`config.mk`:
```
export PLATFORM = sky130hd
export DESIGN_NAME = membus_fairness_monitor_flat
export DESIGN_NICKNAME = d
export VERILOG_FILES = /design/src/rtl/membus_fairness_monitor_if.sv /design/src/rtl/membus_fairness_monitor.sv /design/src/flat_wrapper.sv
export SDC_FILE = /design/constraint.sdc
export NUM_CORES = 1
export LEC_CHECK = 0
export ABC_AREA = 1
export BUFFER_PORTS_ARGS = -buffer_cell sky130_fd_sc_hd__buf_2
export CAP_MARGIN = 15
export CORE_MARGIN = 2
export CORE_UTILIZATION = 40
export CTS_CLUSTER_SIZE = 28
export DETAILED_ROUTE_END_ITERATION = 6
export GPL_TIMING_DRIVEN = 0
export PLACE_DENSITY = 0.65
export SYNTH_ARGS = -nofsm -noshare
export SYNTH_HDL_FRONTEND = slang
export SYNTH_SLANG_ARGS = --single-unit
```
`constraint.sdc`:
```
create_clock -name clk -period 1.5 [get_ports clk]
set_input_delay 0 -clock clk [delete_from_list [all_inputs] [get_ports clk]]
set_output_delay 0 -clock clk [all_outputs]
set_load 0.02 [all_outputs]
```
`src/rtl/membus_fairness_monitor_if.sv`:
```
// MemBus cmd/rsp handshake bundle for NCH channels; the fairness monitor
// attaches through the passive mon modport.
interface membus_fairness_monitor_if #(
    parameter int NCH = 2
);
    logic [NCH-1:0] cmd_valid;
    logic [NCH-1:0] cmd_ready;
    logic [NCH-1:0] cmd_write;
    logic [NCH-1:0] rsp_valid;

    modport master (output cmd_valid, output cmd_write, input cmd_ready, input rsp_valid);
    modport slave  (input cmd_valid, input cmd_write, output cmd_ready, output rsp_valid);
    modport mon    (input cmd_valid, input cmd_ready, input cmd_write, input rsp_valid);
endinterface

```
`src/rtl/membus_fairness_monitor.sv`:
```
// Passive MemBus protocol/fairness monitor: outstanding tracking, wait bounds,
// sticky violation flags and first-error capture. MEMBUS_FAIRNESS_ASSUME_EN adds formal assumes.
module membus_fairness_monitor #(
    parameter int NCH             = 2,
    parameter int MAX_OUTSTANDING = 1,
    parameter int MAX_CMD_WAIT    = 4,
    parameter int MAX_RSP_WAIT    = 4,
    parameter int TRACK_WRITES    = 0,
    localparam int CW  = $clog2(MAX_OUTSTANDING + 1),
    localparam int CHW = (NCH > 1) ? $clog2(NCH) : 1
) (
    input  logic                  clk,
    input  logic                  reset,
    membus_fairness_monitor_if.mon bus,
    output logic [NCH*CW-1:0]     outstanding,
    output logic [NCH-1:0]        cmd_stall_err,
    output logic [NCH-1:0]        rsp_latency_err,
    output logic [NCH-1:0]        spurious_rsp_err,
    output logic [NCH-1:0]        overflow_err,
    output logic [NCH-1:0]        cycle_legal,
    output logic                  any_err,
    output logic                  first_err_valid,
    output logic [CHW-1:0]        first_err_chan,
    output logic [1:0]            first_err_code
);
    localparam int CMW = $clog2(MAX_CMD_WAIT + 1);
    localparam int RMW = $clog2(MAX_RSP_WAIT + 1);
    localparam logic [CW-1:0]  OUT_MAX  = CW'(MAX_OUTSTANDING);
    localparam logic [CMW-1:0] CMD_MAX  = CMW'(MAX_CMD_WAIT);
    localparam logic [CMW-1:0] CMD_LAST = CMW'(MAX_CMD_WAIT - 1);
    localparam logic [RMW-1:0] RSP_MAX  = RMW'(MAX_RSP_WAIT);
    localparam logic [RMW-1:0] RSP_LAST = RMW'(MAX_RSP_WAIT - 1);

    typedef enum logic [1:0] {
        ERR_STALL    = 2'd0,
        ERR_LATENCY  = 2'd1,
        ERR_SPURIOUS = 2'd2,
        ERR_OVERFLOW = 2'd3
    } err_code_e;

    logic [CW-1:0]  r_out      [NCH];
    logic [CMW-1:0] r_cmd_wait [NCH];
    logic [RMW-1:0] r_rsp_wait [NCH];
    logic [NCH-1:0] r_stall, r_lat, r_spur, r_ovf;
    logic           r_any, r_first_valid;
    logic [CHW-1:0] r_first_chan;
    err_code_e      r_first_code;

    logic [NCH-1:0] w_acc, w_owed, w_stalled, w_rsp;
    logic [NCH-1:0] w_stall, w_lat, w_spur, w_ovf, w_viol;
    logic           w_found;
    logic [CHW-1:0] w_first_chan;
    err_code_e      w_first_code;

    always_comb begin
        w_acc        = '0;
        w_owed       = '0;
        w_stalled    = '0;
        w_rsp        = bus.rsp_valid;
        w_stall      = '0;
        w_lat        = '0;
        w_spur       = '0;
        w_ovf        = '0;
        w_found      = 1'b0;
        w_first_chan = '0;
        w_first_code = ERR_STALL;
        for (int unsigned i = 0; i < NCH; i++) begin
            w_acc[i]     = bus.cmd_valid[i] && bus.cmd_ready[i] && (TRACK_WRITES != 0 || !bus.cmd_write[i]);
            w_owed[i]    = (r_out[i] != '0) || w_acc[i];
            w_stalled[i] = bus.cmd_valid[i] && !bus.cmd_ready[i];
            w_stall[i]   = w_stalled[i] && (r_cmd_wait[i] == CMD_LAST);
            w_lat[i]     = w_owed[i] && !w_rsp[i] && (r_rsp_wait[i] == RSP_LAST);
            w_spur[i]    = w_rsp[i] && (r_out[i] == '0) && !w_acc[i];
            w_ovf[i]     = w_acc[i] && (r_out[i] == OUT_MAX) && !w_rsp[i];
            w_viol[i]    = w_stall[i] | w_lat[i] | w_spur[i] | w_ovf[i];
            // lowest channel wins; within it spurious > overflow > latency > stall
            if (!w_found && w_viol[i]) begin
                w_found      = 1'b1;
                w_first_chan = CHW'(i);
                w_first_code = w_spur[i] ? ERR_SPURIOUS :
                               w_ovf[i]  ? ERR_OVERFLOW :
                               w_lat[i]  ? ERR_LATENCY  : ERR_STALL;
            end
        end
    end

    always_ff @(posedge clk or posedge reset) begin
        if (reset) begin
            for (int unsigned i = 0; i < NCH; i++) begin
                r_out[i]      <= '0;
                r_cmd_wait[i] <= '0;
                r_rsp_wait[i] <= '0;
            end
            r_stall       <= '0;
            r_lat         <= '0;
            r_spur        <= '0;
            r_ovf         <= '0;
            r_any         <= 1'b0;
            r_first_valid <= 1'b0;
            r_first_chan  <= '0;
            r_first_code  <= ERR_STALL;
        end else begin
            for (int unsigned i = 0; i < NCH; i++) begin
                if (w_acc[i] && !w_rsp[i]) begin
                    if (r_out[i] != OUT_MAX) r_out[i] <= r_out[i] + 1'b1;
                end else if (!w_acc[i] && w_rsp[i] && r_out[i] != '0) begin
                    r_out[i] <= r_out[i] - 1'b1;
                end

                if (!w_stalled[i])                r_cmd_wait[i] <= '0;
                else if (r_cmd_wait[i] != CMD_MAX) r_cmd_wait[i] <= r_cmd_wait[i] + 1'b1;

                if (w_rsp[i] || !w_owed[i])        r_rsp_wait[i] <= '0;
                else if (r_rsp_wait[i] != RSP_MAX) r_rsp_wait[i] <= r_rsp_wait[i] + 1'b1;
            end
            r_stall <= r_stall | w_stall;
            r_lat   <= r_lat   | w_lat;
            r_spur  <= r_spur  | w_spur;
            r_ovf   <= r_ovf   | w_ovf;
            r_any   <= |{r_stall | w_stall, r_lat | w_lat, r_spur | w_spur, r_ovf | w_ovf};
            if (!r_first_valid && w_found) begin
                r_first_valid <= 1'b1;
                r_first_chan  <= w_first_chan;
                r_first_code  <= w_first_code;
            end
        end
    end

    always_comb begin
        outstanding = '0;
        for (int unsigned i = 0; i < NCH; i++) begin
            outstanding[i*CW +: CW] = r_out[i];
        end
    end

    assign cmd_stall_err    = r_stall;
    assign rsp_latency_err  = r_lat;
    assign spurious_rsp_err = r_spur;
    assign overflow_err     = r_ovf;
    assign cycle_legal      = ~w_viol;
    assign any_err          = r_any;
    assign first_err_valid  = r_first_valid;
    assign first_err_chan   = r_first_chan;
    assign first_err_code   = r_first_code;

`ifdef MEMBUS_FAIRNESS_ASSUME_EN
    always_ff @(posedge clk) begin
        for (int unsigned i = 0; i < NCH; i++) begin
            assume (cycle_legal[i]);
        end
    end
`endif
endmodule
```
`src/flat_wrapper.sv`:
```
// flat-port wrapper written by rule: the top's interface ports become plain ports
module membus_fairness_monitor_flat 
#(
    parameter int NCH             = 2,
    parameter int MAX_OUTSTANDING = 1,
    parameter int MAX_CMD_WAIT    = 4,
    parameter int MAX_RSP_WAIT    = 4,
    parameter int TRACK_WRITES    = 0,
    localparam int CW  = $clog2(MAX_OUTSTANDING + 1),
    localparam int CHW = (NCH > 1) ? $clog2(NCH) : 1
)
  (clk, reset, outstanding, cmd_stall_err, rsp_latency_err, spurious_rsp_err, overflow_err, cycle_legal, any_err, first_err_valid, first_err_chan, first_err_code, bus_cmd_valid, bus_cmd_ready, bus_cmd_write, bus_rsp_valid);
  membus_fairness_monitor_if #(.NCH(NCH)) bus_i ();
  input  logic clk;
  input  logic reset;
  output logic [NCH*CW-1:0] outstanding;
  output logic [NCH-1:0] cmd_stall_err;
  output logic [NCH-1:0] rsp_latency_err;
  output logic [NCH-1:0] spurious_rsp_err;
  output logic [NCH-1:0] overflow_err;
  output logic [NCH-1:0] cycle_legal;
  output logic any_err;
  output logic first_err_valid;
  output logic [CHW-1:0] first_err_chan;
  output logic [1:0] first_err_code;
  input wire logic [$bits(bus_i.cmd_valid)-1:0] bus_cmd_valid;
  input wire logic [$bits(bus_i.cmd_ready)-1:0] bus_cmd_ready;
  input wire logic [$bits(bus_i.cmd_write)-1:0] bus_cmd_write;
  input wire logic [$bits(bus_i.rsp_valid)-1:0] bus_rsp_valid;
  assign bus_i.cmd_valid = bus_cmd_valid;
  assign bus_i.cmd_ready = bus_cmd_ready;
  assign bus_i.cmd_write = bus_cmd_write;
  assign bus_i.rsp_valid = bus_rsp_valid;
  membus_fairness_monitor #(.NCH(NCH), .MAX_OUTSTANDING(MAX_OUTSTANDING), .MAX_CMD_WAIT(MAX_CMD_WAIT), .MAX_RSP_WAIT(MAX_RSP_WAIT), .TRACK_WRITES(TRACK_WRITES)) u_core (.clk(clk), .reset(reset), .bus(bus_i), .outstanding(outstanding), .cmd_stall_err(cmd_stall_err), .rsp_latency_err(rsp_latency_err), .spurious_rsp_err(spurious_rsp_err), .overflow_err(overflow_err), .cycle_legal(cycle_legal), .any_err(any_err), .first_err_valid(first_err_valid), .first_err_chan(first_err_chan), .first_err_code(first_err_code));
endmodule
```
### Word-level counts from Yosys, hierarchy flattened

Cells that the tools add are included.

| word-level totals | value |
|---|---|
| bits in latches | 0 |
| bits of input ports | 10 |
| word-level logic and storage cells | 119 |
| ROM bits | 0 |
| bits in writable memories | 0 |
| output and inout port bits | 17 |
| memories | 0 |
| bits in registers | 27 |

| operators by class | value |
|---|---|
| $mul | 0 |
| add/sub/neg operators | 8 |
| bitwise operators | 13 |
| shift-type cells | 0 |
| magnitude comparators | 0 |
| multiplexer cells | 25 |
| div/mod/pow operators | 0 |
| reduce and logical (&&, ||, !) cells | 49 |
| equality and inequality tests | 10 |

Operators by type and width:

| operator | count |
|---|---|
| logical AND 1 bit | 28 |
| 2-to-1 mux 3 bit | 8 |
| adder 3 x 1 -> 3 bit (second input constant) | 4 |
| equality test 3 x 2 -> 1 bit (second input constant) | 4 |
| zero test 1 bit | 12 |
| 2-to-1 mux 2 bit | 6 |
| != test 3 bit (second input constant) | 4 |
| 2-to-1 mux 1 bit | 11 |
| OR 2 bit | 4 |
| nonzero test 2 bit | 4 |
| OR reduction 8 bit | 1 |
| OR 1 bit | 6 |
| logical OR 1 bit | 4 |
| != test 2 bit (second input constant) | 2 |
| adder 1 bit (second input constant) | 2 |
| NOT 1 bit | 2 |
| NOT 2 bit | 1 |
| subtractor 1 bit (second input constant) | 2 |

### Depth between registers and ports, before layout

Gate-level depths: netlist of run 1.

| depth | value |
|---|---|
| depth in word-level cells | 13 |
| mapped depth | 10 |

### Least setup slack after synthesis of run 1

OpenSTA, ideal clock, no wires.

| path | value |
|---|---|
| path kind | reg2reg |
| start | register u_core.r_cmd_wait[3] (netlist name) |
| end | register u_core.r_first_code[0] (netlist: u_core.first_err_code[0]) |
| path buffers | 0 |
| cell stages (with the launch flop) | 10 |
| library setup time | 0.065 ns |
| slack | 0.036 ns |
| data required time | 1.435 ns |
| data arrival time | 1.399 ns |
| period minus slack after synthesis | 1.464 ns |
| path through | dfrtp_1 -> ha_1 -> ha_1 -> nand2_1 -> nand3_2 -> nor2_4 -> o21ai_0 -> nand2_1 -> nand2_1 -> nand2_1 |

| between the ends | value |
|---|---|
| word-level cells in the longest chain between the ends | 10 |
| elaborated cells between the ends (all ways) | 12 |
| those cells by class | 1 x eq/ne; 4 x mux; 3 x bitwise; 4 x reduce/logical |

Ends and longest elaborated chain:

| what | line | text |
|---|---|---|
| start: declaration | membus_fairness_monitor.sv:42 | `logic [CMW-1:0] r_cmd_wait [NCH];` |
| start signal: indexed assignment | membus_fairness_monitor.sv:91 | `r_cmd_wait[i] <= '0;` |
| start signal: indexed assignment | membus_fairness_monitor.sv:110 | `if (!w_stalled[i]) r_cmd_wait[i] <= '0;` |
| equality test 3 x 2 -> 1 bit * | membus_fairness_monitor.sv:71 | `w_stall[i] = w_stalled[i] && (r_cmd_wait[i] == CMD_LAST);` |
| logical AND 1 bit * | membus_fairness_monitor.sv:71 |  |
| OR 1 bit * (3 in series) | membus_fairness_monitor.sv:75 | `w_viol[i] = w_stall[i] \| w_lat[i] \| w_spur[i] \| w_ovf[i];` |
| 2-to-1 mux 1 bit | membus_fairness_monitor.sv:77 | `if (!w_found && w_viol[i]) begin` |
| zero test 1 bit | membus_fairness_monitor.sv:77 |  |
| logical AND 1 bit | membus_fairness_monitor.sv:77 |  |
| 2-to-1 mux 1 bit | membus_fairness_monitor.sv:77 |  |
| logical AND 1 bit | membus_fairness_monitor.sv:121 | `if (!r_first_valid && w_found) begin` |
| end signal: assignment | membus_fairness_monitor.sv:124 | `r_first_code <= w_first_code;` |
| end: declaration | membus_fairness_monitor.sv:47 | `err_code_e r_first_code;` |

Every way passes the cells marked *; elsewhere a longest branch is shown, timed or not.
A chain may end at the register's enable or synchronous reset.

### Worst setup path after layout of run 1

| path | value |
|---|---|
| start | register u_core.r_cmd_wait[4] (netlist name) |
| end | output cycle_legal[0] |

| between the ends | value |
|---|---|
| word-level cells in the longest chain between the ends | 6 |

Ends and longest elaborated chain:

| what | line | text |
|---|---|---|
| equality test 3 x 2 -> 1 bit | membus_fairness_monitor.sv:71 |  |
| logical AND 1 bit | membus_fairness_monitor.sv:71 |  |
| OR 1 bit (3 in series) | membus_fairness_monitor.sv:75 |  |
| NOT 2 bit | membus_fairness_monitor.sv:140 | `assign cycle_legal = ~w_viol;` |
| end: declaration | flat_wrapper.sv:21 | `output logic [NCH-1:0] cycle_legal;` |

Every way passes these cells.

==> out/metrics.csv, run 1 <==
stage,metric,value,unit
outcome,status,"finished, violations left",
outcome,violations,setup timing,
detailed_routing,first_iter_violations,45,
timing,hold_viol,0,
clock_tree,cts.sinks,27,
clock_tree,worstSkewPairLatency,0.32,ns
clock_tree,cts-root-buf,clkbuf_4,
timing,worst_slack,-0.0151,ns
synth,synth_seq_cells,27,
floorplanning,core.rowCount,21,
synth,syn_inst,159,
detailed_routing,highest_layer,met4,
detailed_routing,viasPerCell,4.61,
placed_design,place.gp.congestion,0.731,
worst_setup_path,timing.rr.start,u_core.r_cmd_wait[4],
hold_path,hp-start,bus_cmd_write[1],
worst_setup_path,cp_top_family,flip-flops,
worst_setup_path,r2r_slack,0,ns
finish,fin_nets,225,
detailed_routing,drt-total-wl,2810,µm
finish,n_antenna_cell,0,
timing,maxSlewHeadroom,31.9,%
finish,area_growth,29.1,%
worst_setup_path,critPathMaxFanout,3,
pwr,total_power,1400,µW
timing,grt_setup_unrepaired,yes,
detailed_routing,drc_errors,0,
pwr,vdd.ir_drop.worst,0.350,mV
finish,ff_latch_area,676,µm²
worst_setup_path,reg2reg_to,u_core.first_err_chan,
worst_setup_path,critPathKind,reg2out,
worst_setup_path,cp-start-kind,flop,
synth,synth_fp_nets,181,
floorplanning,core,3390,µm²
worst_setup_path,reg2reg_depth,10,
detailed_routing,num_vias,1143,
pwr,p_per_area,759,nW/µm²
timing,fin_crit_sh,101,%
pwr,comb_power_share,21.5,%
floorplanning,num_io_pins,27,
timing,setup_tns,-0.0185,ns
pwr,p_sw_share,29.1,%
floorplanning,start_util,42.1,%
global_route,grt_pass1_vias,1176,
placed_design,port_buffers,26,
clock_tree,clockBufferDepth,2,
global_route,grt_start_max_net_pins,28,
worst_setup_path,cp_data_arrival_time,1.52,ns
global_route,antenna_found_initial,0,
pwr,seq_power_share,56.4,%
timing,slew_viol_final,0,
timing,setup_violations,2,
finish,fillers,310,
detailed_routing,ant_nets,0,
detailed_routing,wl_met3,94,µm
worst_setup_path,crit_chain,"ha_2, ha_4, nand2_4, nand3_4, nor2_4, buf_6",
synth,syn_area_per_cell,8.98,µm²
global_route,track_usage,15.2,%
timing,fin_crit,1.52,ns
synth,yosysWarnings,0,
detailed_routing,routedWlPerCell,11.3,µm
clock_tree,cts_tree,yes,
synth,synth_cell_types,23,
hold_path,min_path_cells,4,
pwr,switchingPower,407,µW
placed_design,dp_hpwl,2090,µm
floorplanning,dieWidth,63.7,µm
pwr,leakage,0.000947,µW
global_route,grt_pass1_wl,4950,µm
synth,seq_area_frac_synth,47.3,%
timing,hold-worst-slack,0.00511,ns
timing,tightest_slew,1.02,ns
worst_setup_path,critPathBufInv,1,
timing,finClkSkew,0.00170,ns
job,cap_violations,0,
worst_setup_path,cp-end-kind,output port,
clock_tree,path_clk_slew,0.14,ns
clock_tree,htree_levels,1,
pwr,internal_power,992,µW
finish,multi_input_area,699,µm²
timing,fmaxAchievable,660,MHz
detailed_routing,drt_first_pass_iters,2,
floorplanning,dieArea,4060,µm²
hold_path,hold_path_class,in2reg,
finish,fin_util,54.4,%
synth,netlist_area,1430,µm²
pwr,clkPwrFrac,22.1,%
worst_setup_path,cpMaxStageDelayCell,dfrtp_1,
finish,drive_above_1_share,35.1,%
global_route,grt-ovfl-total,0,
clock_tree,numCtsBuffers,3,
hold_path,min_to,u_core.outstanding[1],
worst_setup_path,cp.required,1.50,ns
detailed_routing,routed-wl-met2,1490,µm
worst_setup_path,critPathMaxStageDelay,0.41,ns
detailed_routing,m1WireLength,1210,µm
floorplanning,die_y,63.7,µm
==> kinds of logic (layout without fill, tap and decap cells) <==
kind of cell | Yosys count | after routing | synth area share, %
AND/OR/NAND/NOR | 64 | 64 | 24.4
XOR/XNOR | 2 | 2 | 1.23
AO/OA/AOI/OAI | 20 | 20 | 7.62
buffers and inverters | 34 | 77 | 8.94
flip-flops | 27 | 27 | 47.3
adder cells (fa/ha/maj) | 12 | 12 | 10.5
==> synth_stat cells, drive strengths merged <==
cell type | count | area (µm²)
inv | 34 | 128
nand2 | 31 | 139
dfrtp | 27 | 676
nor2 | 14 | 80.1
ha | 12 | 150
nand3 | 11 | 75.1
a21oi | 10 | 53.8
o21ai | 8 | 40.0
or2 | 5 | 33.8
nor3 | 3 | 20.0
o31ai | 2 | 15.0
xor2 | 2 | 17.5
==> state kept, by name (all words and copies together), names as in the netlist <==
signal,cells
u_core.any_err,1
u_core.first_err_chan,1
u_core.cmd_stall_err,2
u_core.overflow_err,2
u_core.r_rsp_wait,6
u_core.outstanding,2
u_core.spurious_rsp_err,2
u_core.r_cmd_wait,6
u_core.first_err_valid,1
u_core.first_err_code,2
u_core.rsp_latency_err,2
==> tightest hold or removal path, cell delays in order <==
cell and delay, ns:
buf_2 0.09, inv_1 0.04, nand3_2 0.08, o21ai_0 0.08
==> cell type report <==
cell class	count	share of cell area (%)
inverter	34	6.92
multi-input combinational	98	37.9
sequential	27	36.7
timing repair buffer	39	13.9
tap	46	3.12
clock buffer	4	1.43
==> cells in the final DEF (no fill, tap or decap), types with 4 or more instances in the layout <==
master         instances
buf_2                 24
nand2_2                6
inv_1                 32
nor2_1                 8
ha_2                   4
o21ai_0                7
a21oi_1                9
ha_1                   6
dfrtp_1               27
dlygate4sd3_1          5
nand3_1                7
nand2_1               22
buf_4                  7
==> worst max-delay path by stage <==
stage                    startpoint                       end  cells past startpoint
6_report       u_core.r_cmd_wait[4]            cycle_legal[0]                      6
5_1_grt        u_core.r_cmd_wait[4]     u_core.first_err_chan                     10
4_1_cts        u_core.r_cmd_wait[4]            cycle_legal[0]                      6
3_5_place_dp   u_core.r_cmd_wait[0]            u_core.any_err                      7
3_3_place_gp   u_core.r_cmd_wait[0]            u_core.any_err                      7
2_1_floorplan  u_core.r_cmd_wait[3]  u_core.first_err_code[0]                      9
==> layer usage <==
layer	up-vias	track usage [%]
li1	580	-
met1	544	19.3
met2	17	26.3
met3	2	2.64
met4	0	4.89
met5	-	0
==> per-stage QoR <==
| step | cell area [µm²] | cells | setup slack, ns |
|---|---|---|---|
| 6_report | 1840 | 248 | -0.0151 |
| 5_1_grt | 1840 | 248 | -0.0949 |
| 4_1_cts | 1810 | 245 | -0.0574 |
| 3_5_place_dp | 1620 | 231 | -0.0463 |
| 3_3_place_gp | 1620 | 231 | -0.0317 |
| 2_1_floorplan | 1430 | 159 | 0.0359 |
==> power by group through the flow <==
stage | clock, µW | combinational [µW] | sequential [µW]
4_1_cts | 322 | 296 | 790
5_1_grt | 351 | 335 | 795
3_5_place_dp | 0 | 252 | 805
3_3_place_gp | 0 | 241 | 803
6_report | 310 | 301 | 790
2_1_floorplan | 0 | 134 | 837
==> repair_timing <==
action / CTS / global route
hold endpoints to repair: 31 / 0
pin swaps: 7 / 4
resized for setup: 19 / 4
setup buffers: 5 / 3
hold buffers: 5 / 0
endpoints found under the setup margin: 7 / 7
Note: power is estimated with default switching activity, not from simulation.
==> inputs of run 2 (changes only) <==
- CORE_ASPECT_RATIO: not set -> 0.8
- PLACE_DENSITY: 0.65 -> 0.68
==> run 2 against run 1 <==
  * The run now ends clean
  * Largest power group unchanged
  * Routed wire length is 4.6% lower
  * Sequential cell count unchanged
  * Count of clock-buffer cells in the layout down 1
  * Power rose by 7.7%
  * Die area hardly changed
  * Highest routed layer unchanged
  * Largest cell class unchanged
  * Critical path type unchanged
  * Register-to-register slack better by 0.02 ns
  * Design area down 0.14%
  * Non-clock buffer count decreased by 6
  * First-iteration DRC count grew 4.4%
==> out/metrics.csv, run 2 (synthesized netlist as in run 1, its figures left out) <==
stage,metric,value,unit,change
finish,drive_above_1_share,37.2,%,was 35.1%
global_route,antenna_found_initial,0,,unchanged
placed_design,place.gp.congestion,0.777,,was 0.731
worst_setup_path,cp.required,1.50,ns,about the same
floorplanning,start_util,41.7,%,was 42.1%
timing,maxSlewHeadroom,33.8,%,was 31.9%
worst_setup_path,cpMaxStageDelayCell,dfrtp_1,,unchanged
floorplanning,dieArea,4070,µm²,was 4060 µm²
timing,fin_crit_sh,99.7,%,was 101%
pwr,leakage,0.000943,µW,was 0.000947 µW
worst_setup_path,r2r_slack,0.02,ns,was 0 ns
timing,grt_setup_unrepaired,yes,,unchanged
worst_setup_path,critPathKind,reg2out,,unchanged
global_route,met1_usage,18.0,%,was 19.3%
worst_setup_path,timing.rr.start,u_core.r_cmd_wait[0],,was u_core.r_cmd_wait[4]
finish,area_growth,28.9,%,was 29.1%
timing,fin_crit,1.50,ns,was 1.52 ns
global_route,grt_pass1_vias,1015,,was 1176
worst_setup_path,reg2reg_to,u_core.first_err_code[0],,was u_core.first_err_chan
detailed_routing,drt-total-wl,2680,µm,was 2810 µm
global_route,grt_pass1_wl,4370,µm,was 4950 µm
pwr,p_per_area,819,nW/µm²,was 759 nW/µm²
finish,final_common_cell,inv_1,,unchanged
hold_path,min_to,u_core.outstanding[0],,was u_core.outstanding[1]
detailed_routing,num_vias,1111,,was 1143
global_route,track_usage,13.6,%,was 15.2%
global_route,grt-ovfl-total,0,,unchanged
clock_tree,worstSkewPairLatency,0.28,ns,was 0.32 ns
hold_path,min_path_cells,4,,unchanged
worst_setup_path,crit_chain,"ha_2, ha_4, nand2_4, nand3_4, nor2_4, buf_6",,unchanged
detailed_routing,first_iter_violations,47,,was 45
floorplanning,die_y,57.4,µm,was 63.7 µm
clock_tree,htree_levels,1,,unchanged
outcome,status,"complete, no violations",,"was finished, violations left"
detailed_routing,drc_errors,0,,unchanged
timing,finClkSkew,0.0136,ns,was 0.00170 ns
floorplanning,core.rowCount,19,,was 21
finish,fin_util,53.8,%,was 54.4%
placed_design,post-place-ws,-0.0827,ns,was -0.0463 ns
timing,worst_slack,0.00413,ns,was -0.0151 ns
worst_setup_path,critPathMaxFanout,3,,unchanged
finish,most-common-layout-cells,"inv_1 (32), dfrtp_1 (27), buf_2 (24)",,unchanged
placed_design,dp_hpwl,1880,µm,was 2090 µm
finish,n_antenna_cell,0,,unchanged
worst_setup_path,cp-end-kind,output port,,unchanged
finish,largestRegisters,"u_core.r_cmd_wait: 6 flops, u_core.r_rsp_wait: 6 flops",,unchanged
placed_design,port_buffers,26,,unchanged
placed_design,placed_cell_area,1610,µm²,was 1620 µm²
worst_setup_path,cp_data_arrival_time,1.50,ns,was 1.52 ns
timing,hold-worst-slack,0.0415,ns,was 0.00511 ns
global_route,use_met3,3.89,%,was 2.64%
timing,hold_viol,0,,unchanged
worst_setup_path,cp-start-kind,flop,,unchanged
detailed_routing,viasPerCell,4.67,,was 4.61
global_route,use_met2,22.8,%,was 26.3%
global_route,grt.busiest_layer,met2,,unchanged
finish,design_area,1840,µm²,about the same
finish,fin_nets,219,,was 225
clock_tree,cts_tree,yes,,unchanged
timing,tightest_slew,0.992,ns,was 1.02 ns
hold_path,hp-start,bus_cmd_write[0],,was bus_cmd_write[1]
hold_path,hold_path_class,in2reg,,unchanged
pwr,vdd.ir_drop.worst,0.506,mV,was 0.350 mV
clock_tree,cts.sinks,27,,unchanged
floorplanning,core,3420,µm²,was 3390 µm²
floorplanning,dieWidth,70.8,µm,was 63.7 µm
timing,slew_viol_final,0,,unchanged
pwr,total_power,1510,µW,was 1400 µW
clock_tree,path_clk_slew,0.10,ns,was 0.14 ns
worst_setup_path,reg2reg_depth,9,,was 10
floorplanning,num_io_pins,27,,unchanged
detailed_routing,ant_nets,0,,unchanged
clock_tree,clockBufferDepth,2,,unchanged
job,cap_violations,0,,unchanged
worst_setup_path,critPathMaxStageDelay,0.40,ns,was 0.41 ns
detailed_routing,routedWlPerCell,11.3,µm,about the same
global_route,grt_start_max_net_pins,28,,unchanged
clock_tree,numCtsBuffers,3,,unchanged
clock_tree,cts-root-buf,clkbuf_8,,was clkbuf_4
detailed_routing,drt_first_pass_iters,4,,was 2
timing,fmaxAchievable,669,MHz,was 660 MHz
timing,setup_violations,0,,was 2
## run 2: power breakdown
part | switching, µW | internal (µW)
clock network | 232 | 189
logic | 180 | 117
registers | 24.1 | 766
## run 2: cell type report
cell class | count | area, µm²
fill | 311 | 1580
multi-input combinational | 98 | 729
sequential | 27 | 676
timing repair buffer | 33 | 206
inverter | 34 | 128
tap | 42 | 52.6
clock buffer | 3 | 41.3
clock inverter | 1 | 7.51
## run 2: worst max-delay path: cells and delay by family (launching register included)
| family | cells | cell delay (ns) |
|---|---|---|
| adder cells (fa/ha/maj) | 2 | 0.36 |
| AND/OR/NAND/NOR | 3 | 0.32 |
| buffers and inverters | 1 | 0.14 |
| flip-flops | 1 | 0.40 |
## run 2: timing repair
action	4_1_cts	5_1_grt
gates resized for setup	14	15
gates cloned	0	0
buffers inserted	5	1
endpoints found under the setup margin	7	7
endpoints found under the hold margin	27	0
hold buffers	1	0
pin swaps	9	18
## run 2: worst max-delay path by stage
| stage | startpoint | end | cells after the start |
|---|---|---|---|
| floorplan | u_core.r_cmd_wait[3] | u_core.first_err_code[0] | 9 |
| global placement | u_core.r_cmd_wait[0] | u_core.any_err | 7 |
| detailed placement | u_core.r_cmd_wait[0] | u_core.any_err | 7 |
| CTS | u_core.r_cmd_wait[4] | cycle_legal[0] | 6 |
| global route | u_core.r_cmd_wait[0] | cycle_legal[1] | 6 |
| finish | u_core.r_cmd_wait[0] | cycle_legal[1] | 6 |
## run 2: routing by layer
metal / routed length [µm] / up-vias / share of wire [%]
met4: 16 / 0 / 0.60
li1: - / 564 / -
met3: 110 / 4 / 4.1
met2: 1330 / 18 / 50
met1: 1220 / 525 / 46
met5: 0 / - / 0
## run 2: per-stage QoR
stage	setup TNS, ns	std cells
after floorplan	0	159
after global placement	-0.0829	227
after detailed placement	-0.151	227
after CTS	-0.0740	237
after global routing	-0.322	238
final	0	238
==> inputs of run 3 (changes only) <==
- CORE_UTILIZATION: 40 -> 49
- PLACE_DENSITY: 0.68 -> 0.8
==> run 3 against run 2 <==
  * The flow now finishes with violations (setup timing)
  * Critical path depth unchanged
  * Fmax decreased by 1.5%
  * First-iteration DRC count stayed put
  * Via count up 6.1%
  * Register-to-register slack got worse by 0.02 ns
  * Worst hold slack worse by 0.015 ns
  * Global-route usage rose by 4.8 points
  * Clock power is 23% lower
  * Worst setup slack got worse by 0.022 ns
  * Non-clock buffer count up 10
  * Final cell count up 2.5%
==> out/metrics.csv, run 3 (synthesized netlist as in run 1, its figures left out) <==
stage,metric,value,unit,change
outcome,status,"finished, violations left",,"was complete, no violations"
outcome,violations,setup timing,,
clock_tree,cts_tree,yes,,unchanged
finish,n_antenna_cell,0,,unchanged
worst_setup_path,cp.required,1.50,ns,about the same
worst_setup_path,reg2reg_to,u_core.first_err_chan,,was u_core.first_err_code[0]
timing,maxSlewHeadroom,76.7,%,was 33.8%
pwr,comb_power_share,22.3,%,was 19.7%
finish,fillers,213,,was 311
pwr,leakage,0.000983,µW,was 0.000943 µW
floorplanning,dieWidth,64.4,µm,was 70.8 µm
worst_setup_path,cp-start-kind,flop,,unchanged
floorplanning,start_util,51.6,%,was 41.7%
detailed_routing,routedWlPerCell,11.4,µm,was 11.3 µm
pwr,seq_power_share,55.1,%,was 52.4%
clock_tree,cts-root-buf,clkbuf_4,,was clkbuf_8
placed_design,place_inst,223,,was 227
worst_setup_path,r2r_slack,0,ns,was 0.02 ns
clock_tree,htree_levels,1,,unchanged
pwr,internal_power,1010,µW,was 1070 µW
finish,most-common-layout-cells,"inv_1 (32), dfrtp_1 (27), buf_2 (24)",,unchanged
placed_design,post-place-ws,-0.0350,ns,was -0.0827 ns
pwr,p_sw_share,30.0,%,was 28.9%
timing,fmaxAchievable,659,MHz,was 669 MHz
placed_design,placed_cell_area,1610,µm²,about the same
clock_tree,clockBufferDepth,2,,unchanged
finish,fin_nets,229,,was 219
detailed_routing,first_iter_violations,47,,unchanged
pwr,total_power,1440,µW,was 1510 µW
floorplanning,core,2770,µm²,was 3420 µm²
pwr,switchingPower,431,µW,was 436 µW
finish,final_common_cell,inv_1,,unchanged
floorplanning,num_io_pins,27,,unchanged
clock_tree,numCtsBuffers,3,,unchanged
worst_setup_path,critPathKind,reg2out,,unchanged
detailed_routing,viasPerCell,4.83,,was 4.67
timing,setup_tns,-0.0206,ns,was 0 ns
finish,largestRegisters,"u_core.r_cmd_wait: 6 flops, u_core.r_rsp_wait: 6 flops",,unchanged
placed_design,dp_hpwl,2030,µm,was 1880 µm
finish,area_growth,34.4,%,was 28.9%
worst_setup_path,critPathMaxFanout,2,,was 3
job,cap_violations,0,,unchanged
placed_design,port_buffers,26,,unchanged
hold_path,min_to,u_core.r_cmd_wait[3],,was u_core.outstanding[0]
worst_setup_path,timing.rr.start,u_core.r_cmd_wait[3],,was u_core.r_cmd_wait[0]
worst_setup_path,cp_data_arrival_time,1.52,ns,was 1.50 ns
timing,fin_crit,1.52,ns,was 1.50 ns
timing,finClkSkew,0.00935,ns,was 0.0136 ns
timing,slew_viol_final,0,,unchanged
clock_tree,path_clk_slew,0.15,ns,was 0.10 ns
global_route,antenna_found_initial,0,,unchanged
timing,hold_viol,0,,unchanged
hold_path,min_path_cells,4,,unchanged
clock_tree,cts.sinks,27,,unchanged
timing,fin_crit_sh,101,%,was 99.7%
finish,design_area,1920,µm²,was 1840 µm²
hold_path,hold_path_class,in2reg,,unchanged
floorplanning,dieArea,3360,µm²,was 4070 µm²
placed_design,place.gp.congestion,0.794,,was 0.777
timing,grt_setup_unrepaired,yes,,unchanged
global_route,grt_pass1_wl,4810,µm,was 4370 µm
pwr,p_per_area,749,nW/µm²,was 819 nW/µm²
detailed_routing,ant_nets,0,,unchanged
finish,drive_above_1_share,37.9,%,was 37.2%
pwr,vdd.ir_drop.worst,0.769,mV,was 0.506 mV
worst_setup_path,reg2reg_depth,10,,was 9
detailed_routing,drt-total-wl,2780,µm,was 2680 µm
global_route,grt-ovfl-total,0,,unchanged
timing,worst_slack,-0.0183,ns,was 0.00413 ns
pwr,clkPwrFrac,22.6,%,was 27.9%
clock_tree,worstSkewPairLatency,0.33,ns,was 0.28 ns
finish,fin_cells,244,,was 238
global_route,grt_pass1_vias,1155,,was 1015
global_route,grt_start_max_net_pins,28,,unchanged
detailed_routing,drt_first_pass_iters,4,,unchanged
floorplanning,die_y,52.3,µm,was 57.4 µm
floorplanning,core.rowCount,17,,was 19
detailed_routing,drc_errors,0,,unchanged
timing,setup_violations,2,,was 0
timing,tightest_slew,0.348,ns,was 0.992 ns
detailed_routing,num_vias,1179,,was 1111
global_route,track_usage,18.5,%,was 13.6%
worst_setup_path,cp-end-kind,output port,,unchanged
hold_path,hp-start,bus_cmd_ready[0],,was bus_cmd_write[0]
## run 3: changes by cell type in the layout (fill, tap and decap cells not counted), sizes merged
cell	change
buf	+3
dlygate4sd3	+7
## run 3: worst max path at each step
| stage | start | to | slack, ns | cells after the start |
|---|---|---|---|---|
| after floorplan | u_core.r_cmd_wait[3] | u_core.first_err_code[0] | 0.04 | 9 |
| after global placement | u_core.r_cmd_wait[0] | u_core.any_err | -0.02 | 7 |
| after detailed placement | u_core.r_cmd_wait[0] | u_core.any_err | -0.03 | 7 |
| after CTS | u_core.r_cmd_wait[3] | cycle_legal[0] | -0.05 | 6 |
| after global routing | u_core.r_cmd_wait[3] | cycle_legal[0] | -0.09 | 6 |
| final | u_core.r_cmd_wait[3] | cycle_legal[0] | -0.02 | 6 |
## run 3: cell type report
| type | instances | area, µm² | share of cell area [%] |
|---|---|---|---|
| inverters | 34 | 128 | 6.65 |
| clock buffers | 3 | 22.5 | 1.17 |
| clock inverters | 1 | 7.51 | 0.391 |
| repair buffers | 43 | 314 | 16.4 |
| well taps | 38 | 47.5 | 2.48 |
| multi-input cells | 98 | 723 | 37.7 |
| flip-flops and latches | 27 | 676 | 35.2 |
## run 3: power by group through the flow
stage	Combinational (µW)	Sequential [µW]	Clock [µW]
floorplan	134	837	0
finish	321	791	324
CTS	301	790	334
detailed placement	251	804	0
global route	353	796	367
global placement	239	802	0
## run 3: stage by stage
stage	util (%)	hold slack (ns)
floorplan	-	0.0527
global placement	58.1	0.267
detailed placement	58.1	0.294
CTS	66.4	0.0135
global route	69.4	0.0174
finish	69.4	0.0263
## run 3: critical path: stages (launching register included)
cell and delay [ns]:
dfrtp_1 0.43, ha_2 0.19, ha_4 0.16, nand2_4 0.08
nand3_4 0.08, nor2_4 0.12, buf_6 0.13
## run 3: what timing repair did
action,4_1_cts,5_1_grt
buffers inserted,6,2
hold endpoints to repair,35,0
endpoints found under the setup margin,7,7
hold buffers,8,0
gates resized for setup,19,12
pin swaps,8,10
## run 3: metal layers
| metal | track usage [%] | part of all wire (%) | wire [µm] | vias up |
|---|---|---|---|---|
| met1 | 21.2 | 45 | 1240 | 568 |
| met3 | 4.73 | 3.1 | 85 | 2 |
| li1 | - | - | - | 588 |
| met4 | 2.84 | 0.25 | 7 | 0 |
| met5 | 0 | 0 | 0 | - |
| met2 | 35.6 | 52 | 1440 | 21 |
